--- src/rtl/order_msg_packer.sv ---
// rtl/order_msg_packer.sv - packs 40-byte feed messages into 320-bit records and queues supported ones
module order_msg_packer #(
    parameter int MSG_BYTES  = 40,
    parameter int FIFO_DEPTH = 4,
    parameter int CNT_W      = 16
) (
    input  logic                   clk,
    input  logic                   reset,
    input  logic [7:0]             s_data,
    input  logic                   s_valid,
    input  logic                   s_last,
    output logic                   s_ready,
    output logic [8*MSG_BYTES-1:0] ff_buffer,
    output logic                   buffer_not_empty,
    input  logic                   buffer_pop,
    output logic                   fifo_full,
    output logic [CNT_W-1:0]       msg_count,
    output logic [CNT_W-1:0]       drop_count,
    output logic                   err_pulse
);

    localparam int REC_W = 8 * MSG_BYTES;
    localparam int PTR_W = $clog2(FIFO_DEPTH);
    localparam int IDX_W = $clog2(MSG_BYTES);
    localparam logic [IDX_W-1:0] LAST_IDX = IDX_W'(MSG_BYTES - 1);
    localparam logic [PTR_W:0]   DEPTH_C  = (PTR_W + 1)'(FIFO_DEPTH);

    typedef enum logic [1:0] {IDLE, COLLECT, DISCARD, PUSH} state_t;

    state_t             state;
    logic [IDX_W-1:0]   idx;
    logic [REC_W-1:0]   asm_rec;
    logic [REC_W-1:0]   mem [FIFO_DEPTH];
    logic [PTR_W-1:0]   wr_ptr;
    logic [PTR_W-1:0]   rd_ptr;
    logic [PTR_W:0]     count;
    logic [PTR_W:0]     count_nxt;
    logic               accept;
    logic               type_ok;
    logic               do_pop;
    logic               space;
    logic               do_push;
    logic               drop;

    always_comb begin
        accept  = s_valid && s_ready;
        type_ok = asm_rec[REC_W-1 -: 8] inside {8'h53, 8'h44, 8'h45};
        do_pop  = buffer_pop && (count != '0);
        // a pop in the same cycle frees the slot the pending record needs
        space   = (count < DEPTH_C) || do_pop;
        do_push = (state == PUSH) && type_ok && space;
        drop    = 1'b0;
        case (state)
            IDLE:    drop = accept && s_last;
            COLLECT: drop = accept && ((s_last && idx != LAST_IDX) || (!s_last && idx == LAST_IDX));
            PUSH:    drop = !type_ok;
            default: drop = 1'b0;
        endcase
        count_nxt = count;
        if (do_push && !do_pop)
            count_nxt = count + 1'b1;
        else if (!do_push && do_pop)
            count_nxt = count - 1'b1;
    end

    always_ff @(posedge clk or posedge reset) begin
        if (reset) begin
            state      <= IDLE;
            idx        <= '0;
            asm_rec    <= '0;
            s_ready    <= 1'b0;
            err_pulse  <= 1'b0;
            msg_count  <= '0;
            drop_count <= '0;
        end else begin
            s_ready   <= 1'b1;
            err_pulse <= drop;
            if (drop && !(&drop_count))
                drop_count <= drop_count + 1'b1;
            if (do_push && !(&msg_count))
                msg_count <= msg_count + 1'b1;
            case (state)
                IDLE: begin
                    if (accept) begin
                        asm_rec[REC_W-1 -: 8] <= s_data;
                        if (!s_last) begin
                            idx   <= IDX_W'(1);
                            state <= COLLECT;
                        end
                    end
                end
                COLLECT: begin
                    if (accept) begin
                        asm_rec[REC_W-1-8*int'(idx) -: 8] <= s_data;
                        idx <= idx + 1'b1;
                        if (s_last && idx == LAST_IDX) begin
                            state   <= PUSH;
                            s_ready <= 1'b0;
                        end else if (s_last) begin
                            state <= IDLE;
                        end else if (idx == LAST_IDX) begin
                            state <= DISCARD;
                        end
                    end
                end
                DISCARD: begin
                    if (accept && s_last)
                        state <= IDLE;
                end
                PUSH: begin
                    if (!type_ok || space)
                        state <= IDLE;
                    else
                        s_ready <= 1'b0;
                end
                default: state <= IDLE;
            endcase
        end
    end

    always_ff @(posedge clk or posedge reset) begin
        if (reset) begin
            wr_ptr           <= '0;
            rd_ptr           <= '0;
            count            <= '0;
            buffer_not_empty <= 1'b0;
            fifo_full        <= 1'b0;
        end else begin
            if (do_push)
                wr_ptr <= wr_ptr + 1'b1;
            if (do_pop)
                rd_ptr <= rd_ptr + 1'b1;
            count            <= count_nxt;
            buffer_not_empty <= (count_nxt != '0);
            fifo_full        <= (count_nxt == DEPTH_C);
        end
    end

    // record storage carries no reset; contents are meaningless while count is 0
    always_ff @(posedge clk) begin
        if (do_push)
            mem[wr_ptr] <= asm_rec;
    end

    assign ff_buffer = mem[rd_ptr];

endmodule

--- config.mk ---
export PLATFORM = sky130hd
export DESIGN_NAME = order_msg_packer
export DESIGN_NICKNAME = d
export VERILOG_FILES = /design/src/rtl/order_msg_packer.sv
export SDC_FILE = /design/constraint.sdc
export NUM_CORES = 1
export LEC_CHECK = 0
export CORE_AREA = 2 2 447 227
export CTS_BUF_LIST = sky130_fd_sc_hd__clkbuf_8 sky130_fd_sc_hd__clkbuf_16
export DETAILED_ROUTE_END_ITERATION = 7
export DIE_AREA = 0 0 449 229
export PLACE_DENSITY = 0.89
export SLEW_MARGIN = 20
export SYNTH_ARGS = -nofsm -noshare
export SYNTH_HDL_FRONTEND = slang
export SYNTH_SLANG_ARGS = --single-unit
--- constraint.sdc ---
create_clock -name clk -period 23.6 [get_ports clk]
set_clock_uncertainty 0.1 [all_clocks]
set_input_delay 4.72 -clock clk [delete_from_list [all_inputs] [get_ports clk]]
set_output_delay 4.72 -clock clk [all_outputs]
set_load 0.05 [all_outputs]
After elaboration in Yosys (flattened, before gate mapping)
Memories as Yosys holds them, arrays and structs flattened.
Index checks and enable logic that the tools add are counted.
{"block": "op_classes", "addsub": 9, "order_cmp": 1, "eq_ne": 15, "n_shift": 2, "mux": 26, "n_reduce_logical": 33}
{"op": "variable shift 8 x 33 -> 327 bit, first input constant", "count": 1}
{"op": "variable part select 8 x 33 -> 327 bit", "count": 1}
{"op": "bitwise mux 320 bit", "count": 1}
{"op": "two-way mux 320 bit", "count": 1}
{"op": "negation 10 -> 33 bit", "count": 1}
{"op": "adder 16 x 1 -> 16 bit, second input constant", "count": 2}
{"op": "AND reduction 16 bit", "count": 2}
{"op": "equality test 8 x 7 -> 1 bit, second input constant", "count": 3}
{"op": "two-way mux 6 bit", "count": 3}
{"op": "two-way mux 2 bit", "count": 8}
{"op": "one-hot mux 8 bit (2 select lines)", "count": 1}
{"op": "logical AND 1 bit", "count": 13}
{"op": "one-hot mux 6 bit (2 select lines)", "count": 1}
{"op": "subtractor 9 x 9 -> 10 bit, first input constant", "count": 1}
{"op": "nonzero test 3 bit", "count": 3}
{"op": "two-way mux 8 bit", "count": 1}
{"op": "!= test 2 bit, second input constant", "count": 4}
{"op": "one-hot mux 2 bit (4 select lines)", "count": 1}
{"op": "adder 6 x 1 -> 6 bit, second input constant", "count": 1}
{"op": "equality test 6 bit, second input constant", "count": 1}
{"op": "zero test 1 bit", "count": 6}
{"op": "two-way mux 3 bit", "count": 2}
{"op": "!= test 6 bit, second input constant", "count": 1}
{"op": "AND reduction 6 bit", "count": 1}
{"op": "other kinds (18)", "count": 26}
{"block": "totals", "regBits": 371, "ramBits": 1280, "in_bits": 13, "output_inout_bits": 356, "elab_cells": 100, "mem_count": 1}
{"memory": "mem", "words": 4, "width": 320, "read_ports": 1, "rd_clocked_by_memory_dff": 0, "wr": 1, "line": "33", "source": "logic [REC_W-1:0] mem [FIFO_DEPTH];"}

Logic depth before layout (Yosys ltp)
Gate-level depths: netlist (run 1).
{"block": "logic_depth", "ltp_word": 9, "depth_mapped": 10, "mapped_depth_nobuf": 9}

Least setup slack after synthesis (run 1)
Ideal clock, no wire load.
{"block": "synth_timing", "kind": "in2reg", "startpoint": "in buffer_pop", "endpoint": "mem mem[0][0] (netlist name), enable pin", "t_arrival_ns": 12.509, "required_ns": 22.777, "slack_ns": 10.268, "path_stages": 3, "n_path_buf": 0, "path_cell_list": "nor2b_1 > a2111oi_2 > and2_1"}
{"block": "synth_via", "elab_chain_cells": 5}
{"item": "start: declaration", "line": "15", "source": "input logic buffer_pop,"}
{"item": "logical AND 1 bit", "line": "48", "source": "do_pop = buffer_pop && (count != '0);"}
{"item": "logical OR 1 bit", "line": "50", "source": "space = (count < DEPTH_C) || do_pop;"}
{"item": "logical AND 1 bit", "line": "51", "source": "do_push = (state == PUSH) && type_ok && space;"}
{"item": "two-way mux 1 bit", "line": "141", "source": "if (do_push)"}
{"item": "two-way mux 1 bit (not written as such)", "line": "142", "source": "mem[wr_ptr] <= asm_rec;"}
{"item": "end: declaration", "line": "33"}
No other way between the ends.

Worst setup path after layout (run 1)
{"block": "layout_timing", "startpoint": "reg rd_ptr[0]", "endpoint": "out ff_buffer[34]"}
{"block": "layout_via", "elab_chain_cells": 1}
{"item": "start: declaration", "line": "35", "source": "logic [PTR_W-1:0] rd_ptr;"}
{"item": "start signal: assignment", "line": "132", "source": "rd_ptr <= rd_ptr + 1'b1;"}
{"item": "memory read (4 x 320 bit)"}
{"item": "end: declaration", "line": "13", "source": "output logic [8*MSG_BYTES-1:0] ff_buffer,"}
No other way between the ends.

==> results of run 1 <==
## layout make-up
class	instances	share of cell area, %
Clock buffer	150	5.16
Antenna cell	2	0.00709
Inverter	13	0.0798
Multi-Input combinational cell	915	18.0
Tap cell	1344	2.38
Clock inverter	95	1.10
Timing Repair Buffer	407	5.66
Sequential cell	1651	67.6
## kinds of logic after synthesis
logic type | Yosys count | share of synthesized area [%]
simple gates | 181 | 1.66
mux | 646 | 17.9
fa+ha+maj | 15 | 0.308
buf+inv | 138 | 0.867
flops | 1651 | 78.3
xor+xnor | 34 | 0.489
compound gates | 39 | 0.470
## power breakdown
group,leakage (nW),internal (mW),switching (mW),total (mW)
Combinational,6.29,1.12,1.85,2.97
Clock,2.27,1.23,1.02,2.26
Sequential,17.5,3.50,0.289,3.79
## per-layer routing
metal | routed length (um) | GRT usage [%] | part of all wire (%) | vias to the layer above
met2 | 68900 | 43.6 | 49 | 1628
met4 | 2950 | 7.21 | 2.1 | 4
met1 | 55600 | 40.8 | 39 | 15700
li1 | - | - | - | 11800
met3 | 14200 | 6.93 | 10 | 216
met5 | 14 | 0 | 0.0099 | -
## worst max-delay path by stage
stage | from | end | depth (start not counted)
global placement | rd_ptr[0]$_DFFE_PP0P_ | ff_buffer[67] | 5
floorplan | reset | asm_rec[0]$_DFFE_PP0P_ | 1
detailed placement | rd_ptr[0]$_DFFE_PP0P_ | ff_buffer[34] | 5
finish | rd_ptr[0]$_DFFE_PP0P_ | ff_buffer[34] | 5
CTS | rd_ptr[0]$_DFFE_PP0P_ | ff_buffer[34] | 5
global route | rd_ptr[0]$_DFFE_PP0P_ | ff_buffer[100] | 5
## synthesized netlist by cell type, types with 4 or more instances
| cell | number | area [um^2] |
|---|---|---|
| edfxtp_1 | 1280 | 38400 |
| nor4_1 | 5 | 31.3 |
| nand4_1 | 11 | 68.8 |
| and2_1 | 6 | 37.5 |
| nand2_1 | 48 | 180 |
| xnor2_1 | 15 | 131 |
| mux2_2 | 325 | 3660 |
| nand3_1 | 16 | 80.1 |
| xor2_1 | 19 | 166 |
| nand2b_1 | 6 | 37.5 |
| dfrtp_1 | 371 | 9280 |
| inv_1 | 13 | 48.8 |
| nor3_1 | 17 | 85.1 |
| ha_1 | 15 | 188 |
| nor2b_1 | 8 | 50.1 |
| and4_1 | 5 | 43.8 |
| buf_2 | 5 | 25.0 |
| mux4_2 | 320 | 7210 |
| buf_1 | 45 | 169 |
| o21ai_0 | 7 | 35.0 |
| a21oi_1 | 5 | 25.0 |
| nor2_1 | 25 | 93.8 |
| a211oi_1 | 4 | 30.0 |
| nor3b_1 | 5 | 37.5 |
| nor3_2 | 8 | 80.1 |
| a22o_1 | 4 | 35.0 |
| clkbuf_1 | 74 | 278 |
## state kept, by name, summed over array words and instances (netlist names), 2 cells and up
register	flops
rd_ptr	2
wr_ptr	2
mem	1280
idx	6
drop_count	16
state	2
asm_rec	320
count	3
msg_count	16
## cells in the final DEF, fill, tap and decap left out, drive strengths merged, types with 15 or more instances in the layout
| cell | netlist | final |
|---|---|---|
| nand2 | 48 | 48 |
| clkdlybuf4s50 | 0 | 360 |
| ha | 15 | 15 |
| mux2 | 325 | 325 |
| clkbuf | 74 | 150 |
| buf | 51 | 47 |
| clkinv | 0 | 36 |
| nor2 | 26 | 26 |
| mux4 | 320 | 320 |
| inv | 13 | 53 |
| nand3 | 16 | 16 |
| nor3 | 25 | 25 |
| dfrtp | 371 | 371 |
| edfxtp | 1280 | 1280 |
| xnor2 | 15 | 15 |
| xor2 | 19 | 19 |
## through the flow
| step | power (mW) | instances |
|---|---|---|
| 2_1_floorplan | 5.82 | 2704 |
| 5_1_grt | 9.28 | 4575 |
| 6_report | 9.01 | 4577 |
| 4_1_cts | 9.05 | 4574 |
| 3_5_place_dp | 6.80 | 4329 |
| 3_3_place_gp | 6.70 | 4329 |
==> results.sh, run 1 <==
export IMPL_clkTransAtPathRegs_ns=0.07
export IMPL_end_kind="primary output"
export IMPL_required_ns=18.78
export IMPL_hpwl_um=80300
export IMPL_whs_path_depth=1
export IMPL_hold_end="msg_count[12]$_DFFE_PP0P_"
export IMPL_leakage_nw=26.0
export IMPL_fin_ws_ns=13.17
export IMPL_period_share_pct=44.2
export IMPL_hold_viol=0
export IMPL_ios=369
export IMPL_ys_warn_count=0
export IMPL_report_final_slew_viol_count=0
export IMPL_multi_input_area_um2=12700
export IMPL_cts_sinks=1651
export IMPL_vias=29400
export IMPL_rrSetupSlack_ns=18.16
export IMPL_path_buf_inv=4
export IMPL_yosysUniqueCellTypes=54
export IMPL_rr_worst_depth=5
export IMPL_rows=82
export IMPL_grt_use_total_pct=28.1
export IMPL_outcome="completed"
export IMPL_tritoncts="done"
export IMPL_slew_limit_headroom_pct=21.5
export IMPL_fin_tns_setup_ns=0
export IMPL_cts_max_level=4
export IMPL_avgSynthCellArea_um2=22.5
export IMPL_crit_arrival_ns=5.61
export IMPL_cap_viol_max_count=0
export IMPL_grt_ovfl_total=0
export IMPL_hold_ws_ns=0.398
export IMPL_crit_fanout=104
export IMPL_regArea_um2=47700
export IMPL_synthFlopType="edfxtp_1"
export IMPL_critPathTopFamily="buffers and inverters"
export IMPL_syn_nets=2732
export IMPL_pre_cts_slack_ns=13.78
export IMPL_drc=0
export IMPL_dr_first_iter_drc_count=3456
export IMPL_rr_startpoint="asm_rec[314]$_DFFE_PP0P_"
export IMPL_ant_nets=0
export IMPL_synth_cells=2704
export IMPL_postLayoutCellArea_um2=70600
export IMPL_drive_gt1_share_pct=28.4
export IMPL_final_nets=3150
export IMPL_place_area_um2=66100
export IMPL_seq_area_frac_synth_pct=78.3
export IMPL_crit_path_cell_trace="buf_12, buf_4, buf_4, mux4_2, clkdlybuf4s50_1"
export IMPL_crit_slowest_cell="dfrtp_4"
export IMPL_grt_pass1_vias=30600
export IMPL_wire_per_inst_um=30.9
export IMPL_core_area_um2=99100
export IMPL_max_stage_delay_ns=0.88
export IMPL_fmax_mhz=95.9
export IMPL_dieArea_um2=103000
export IMPL_synth_seq_cells=1651
export IMPL_die_w_um=449
export IMPL_worst_pin_slew_ns=1.17
export IMPL_ir_drop_uv=103
export IMPL_startpoint_type="flip-flop"
export IMPL_hold_buffers=0
export IMPL_area_growth_pct=15.9
export IMPL_cts_max_path_buffers=3
export IMPL_min_from="msg_count[12]$_DFFE_PP0P_"
export IMPL_cts_made_buffers=134
export IMPL_fillCellCount=5419
export IMPL_final_core_util_pct=71.2
export IMPL_cts_resized_gates=0
export IMPL_vias_per_cell=6.42
export IMPL_rr_endpoint="mem[2][38]$_DFFE_PP_"
export IMPL_hold_path_class="reg2reg"
export IMPL_drt_total_wl_um=142000
export IMPL_cts_root_buf="clkbuf_16"
export IMPL_start_util_pct=61.5
export IMPL_grt_antenna_before_repair=8
export IMPL_gp_congestion=0.930
export IMPL_synth_edff_count=1280
export IMPL_async_reset_ff_share_pct=22.5
export IMPL_grt_max_degree=137
export IMPL_path_common_cell="buf_4"
export IMPL_syn_area_um2=60900
export IMPL_power_density_nw_per_um2=128
export IMPL_post_cts_buffers=0
export IMPL_die_h_um=229
export IMPL_clk_latency_ns=0.76
export IMPL_io_buffers=368
export IMPL_drt_pass1_iter_count=6
export IMPL_grt_pass1_wl_um=209000
export IMPL_fin_crit_ns=10.43
export IMPL_crit_type="reg2out"
export IMPL_setup_viol_count_final=0
export IMPL_rsz0062_at_grt="no"
Power figures use the tool's default switching activity.
==> inputs of run 2 (changes only) <==
--- a/config.mk
+++ b/config.mk
@@ -5,11 +5,11 @@
 export SDC_FILE = /design/constraint.sdc
 export NUM_CORES = 1
 export LEC_CHECK = 0
-export CORE_AREA = 2 2 447 227
+export CORE_AREA = 2 2 458 233
 export CTS_BUF_LIST = sky130_fd_sc_hd__clkbuf_8 sky130_fd_sc_hd__clkbuf_16
 export DETAILED_ROUTE_END_ITERATION = 7
-export DIE_AREA = 0 0 449 229
-export PLACE_DENSITY = 0.89
+export DIE_AREA = 0 0 460 235
+export PLACE_DENSITY = 0.86
 export SLEW_MARGIN = 20
 export SYNTH_ARGS = -nofsm -noshare
 export SYNTH_HDL_FRONTEND = slang
==> constraint.sdc (replaced) <==
create_clock -name clk -period 10.6 [get_ports clk]
set_clock_uncertainty 0.1 [all_clocks]
set_input_delay 2.12 -clock clk [delete_from_list [all_inputs] [get_ports clk]]
set_output_delay 2.12 -clock clk [all_outputs]
set_load 0.05 [all_outputs]
==> results.sh, run 2 (synthesis gave the netlist of run 1 again) <==
export IMPL_ir_drop_uv=244
export IMPL_grt_pass1_vias=30100
export IMPL_regArea_um2=47700
export IMPL_rrSetupSlack_ns=6.42
export IMPL_cap_viol_max_count=0
export IMPL_whs_path_depth=0
export IMPL_top_layer_used="met5"
export IMPL_outcome="completed"
export IMPL_die_w_um=460
export IMPL_fin_ws_ns=4.26
export IMPL_startpoint_type="flip-flop"
export IMPL_wire_per_inst_um=29.3
export IMPL_final_nets=3144
export IMPL_slew_limit_headroom_pct=12.2
export IMPL_power_frac_seq_pct=41.8
export IMPL_drc=0
export IMPL_critPathLaunch="rd_ptr[0]$_DFFE_PP0P_"
export IMPL_worst_pin_slew_ns=1.32
export IMPL_rr_worst_depth=4
export IMPL_largest_register="mem"
export IMPL_rr_endpoint="mem[2][76]$_DFFE_PP_"
export IMPL_rsz0062_at_grt="no"
export IMPL_crit_arrival_ns=4.12
export IMPL_power_density_nw_per_um2=284
export IMPL_ant_nets=0
export IMPL_grt_max_degree=151
export IMPL_largest_reg_flops=1280
export IMPL_report_final_slew_viol_count=0
export IMPL_dr_wl_met3_um=10400
export IMPL_fin_tns_setup_ns=0
export IMPL_cts_root_buf="clkbuf_16"
export IMPL_min_from="asm_rec[66]$_DFFE_PP0P_"
export IMPL_cts_max_path_buffers=3
export IMPL_rr_startpoint="asm_rec[315]$_DFFE_PP0P_"
export IMPL_area_growth_pct=16.3
export IMPL_pre_cts_slack_ns=4.84
export IMPL_place_inst=4352
export IMPL_vias_per_cell=6.24
export IMPL_swShare_pct=34.9
export IMPL_p_comb_share_pct=32.9
export IMPL_drive_gt1_share_pct=28.5
export IMPL_fmax_mhz=158
export IMPL_required_ns=8.38
export IMPL_ios=369
export IMPL_final_core_util_pct=68.1
export IMPL_cts_resized_gates=0
export IMPL_clkTransAtPathRegs_ns=0.07
export IMPL_end_kind="primary output"
export IMPL_rows=84
export IMPL_setup_viol_count_final=0
export IMPL_mostFrequentLayoutCells="edfxtp_1 (1280), dfrtp_1 (369), clkdlybuf4s50_1 (360), mux2_2 (325), mux4_2 (320)"
export IMPL_grt_ovfl_total=0
export IMPL_start_util_pct=58.5
export IMPL_grt_antenna_before_repair=7
export IMPL_core_area_um2=104000
export IMPL_hpwl_um=73400
export IMPL_grt_use_total_pct=25.4
export IMPL_clkPwrFrac_pct=25.3
export IMPL_dieArea_um2=108000
export IMPL_drt_pass1_iter_count=7
export IMPL_p_sw_mw=7.02
export IMPL_leakage_nw=26.1
export IMPL_crit_end="ff_buffer[10]"
export IMPL_hold_viol=0
export IMPL_fillCellCount=6100
export IMPL_clk_latency_ns=0.74
export IMPL_drt_total_wl_um=135000
export IMPL_grt_pass1_wl_um=200000
export IMPL_place_area_um2=66200
export IMPL_vias=28700
export IMPL_reg_top3="mem x1280, asm_rec x320"
export IMPL_final_cell_count_no_fill=4608
export IMPL_cts_sinks=1651
export IMPL_final_common_cell="edfxtp_1"
export IMPL_io_buffers=368
export IMPL_p_int_mw=13.1
export IMPL_cts_made_buffers=137
export IMPL_tritoncts="done"
export IMPL_cts_max_level=4
export IMPL_hold_path_class="reg2reg"
export IMPL_die_h_um=235
export IMPL_fin_crit_ns=6.34
export IMPL_multi_input_area_um2=12700
export IMPL_postLayoutCellArea_um2=70800
export IMPL_crit_fanout=41
export IMPL_hold_buffers=0
export IMPL_post_cts_buffers=0
export IMPL_wl_met2_um=67000
export IMPL_wl_met1_um=54600
export IMPL_dr_first_iter_drc_count=3562
export IMPL_crit_type="reg2out"
export IMPL_period_share_pct=59.8
export IMPL_gp_congestion=0.774
[run 2: changes by cell type in the layout (fill, tap and decap cells not counted), moves of 3 or more]
cell        previous run  this run
clkbuf_8              10        20
clkinv_1              19        15
clkinvlp_4             8         3
nor3_4                 3         0
buf_4                 33        14
clkinv_2              13        20
bufinv_16             11         7
nor3_2                 5        10
clkbuf_16            140       146
buf_12                 2        15
[run 2: area by class of cell]
| cell class | instances | area share, % |
|---|---|---|
| diodes | 2 | 0.00707 |
| repair buffers | 398 | 5.73 |
| well taps | 1376 | 2.43 |
| clock inverters | 87 | 0.889 |
| flip-flops and latches | 1651 | 67.4 |
| clock buffers | 166 | 5.55 |
| inverters | 13 | 0.0742 |
| multi-input cells | 915 | 17.9 |
[run 2: worst max-delay path, cell delays in order (launching register included)]
cell and delay [ns]:
dfrtp_4 1.01, buf_4 0.81, mux4_2 0.68, clkdlybuf4s50_1 0.75
[run 2: power groups by stage]
stage               sequential, mW  combinational, mW  clock [mW]
floorplan                     8.29               4.67           0
global placement              8.42               6.54           0
detailed placement            8.54               6.63           0
CTS                           8.41               6.69        5.17
global route                  8.51               6.84        5.42
finish                        8.42               6.62        5.10
[run 2: layer usage]
| layer | vias to the layer above | global-route usage (%) |
|---|---|---|
| met4 | 6 | 6.93 |
| li1 | 11800 | - |
| met1 | 15400 | 36.5 |
| met2 | 1275 | 40.4 |
| met5 | - | 0 |
| met3 | 195 | 5.00 |
[run 2: how the worst min path moves through the flow]
stage	end	slack (ns)
final	mem[0][66]$_DFFE_PP_	0.39
after global routing	mem[0][66]$_DFFE_PP_	0.41
after CTS	mem[0][66]$_DFFE_PP_	0.39
after detailed placement	mem[2][70]$_DFFE_PP_	0.39
after global placement	drop_count[12]$_DFFE_PP0P_	0.38
after floorplan	mem[0][0]$_DFFE_PP_	0.37
[run 2: through the flow]
stage | total power, mW | hold WS [ns]
3_3_place_gp | 15.0 | 0.376
4_1_cts | 20.3 | 0.394
2_1_floorplan | 13.0 | 0.371
5_1_grt | 20.8 | 0.410
3_5_place_dp | 15.2 | 0.393
6_report | 20.1 | 0.391
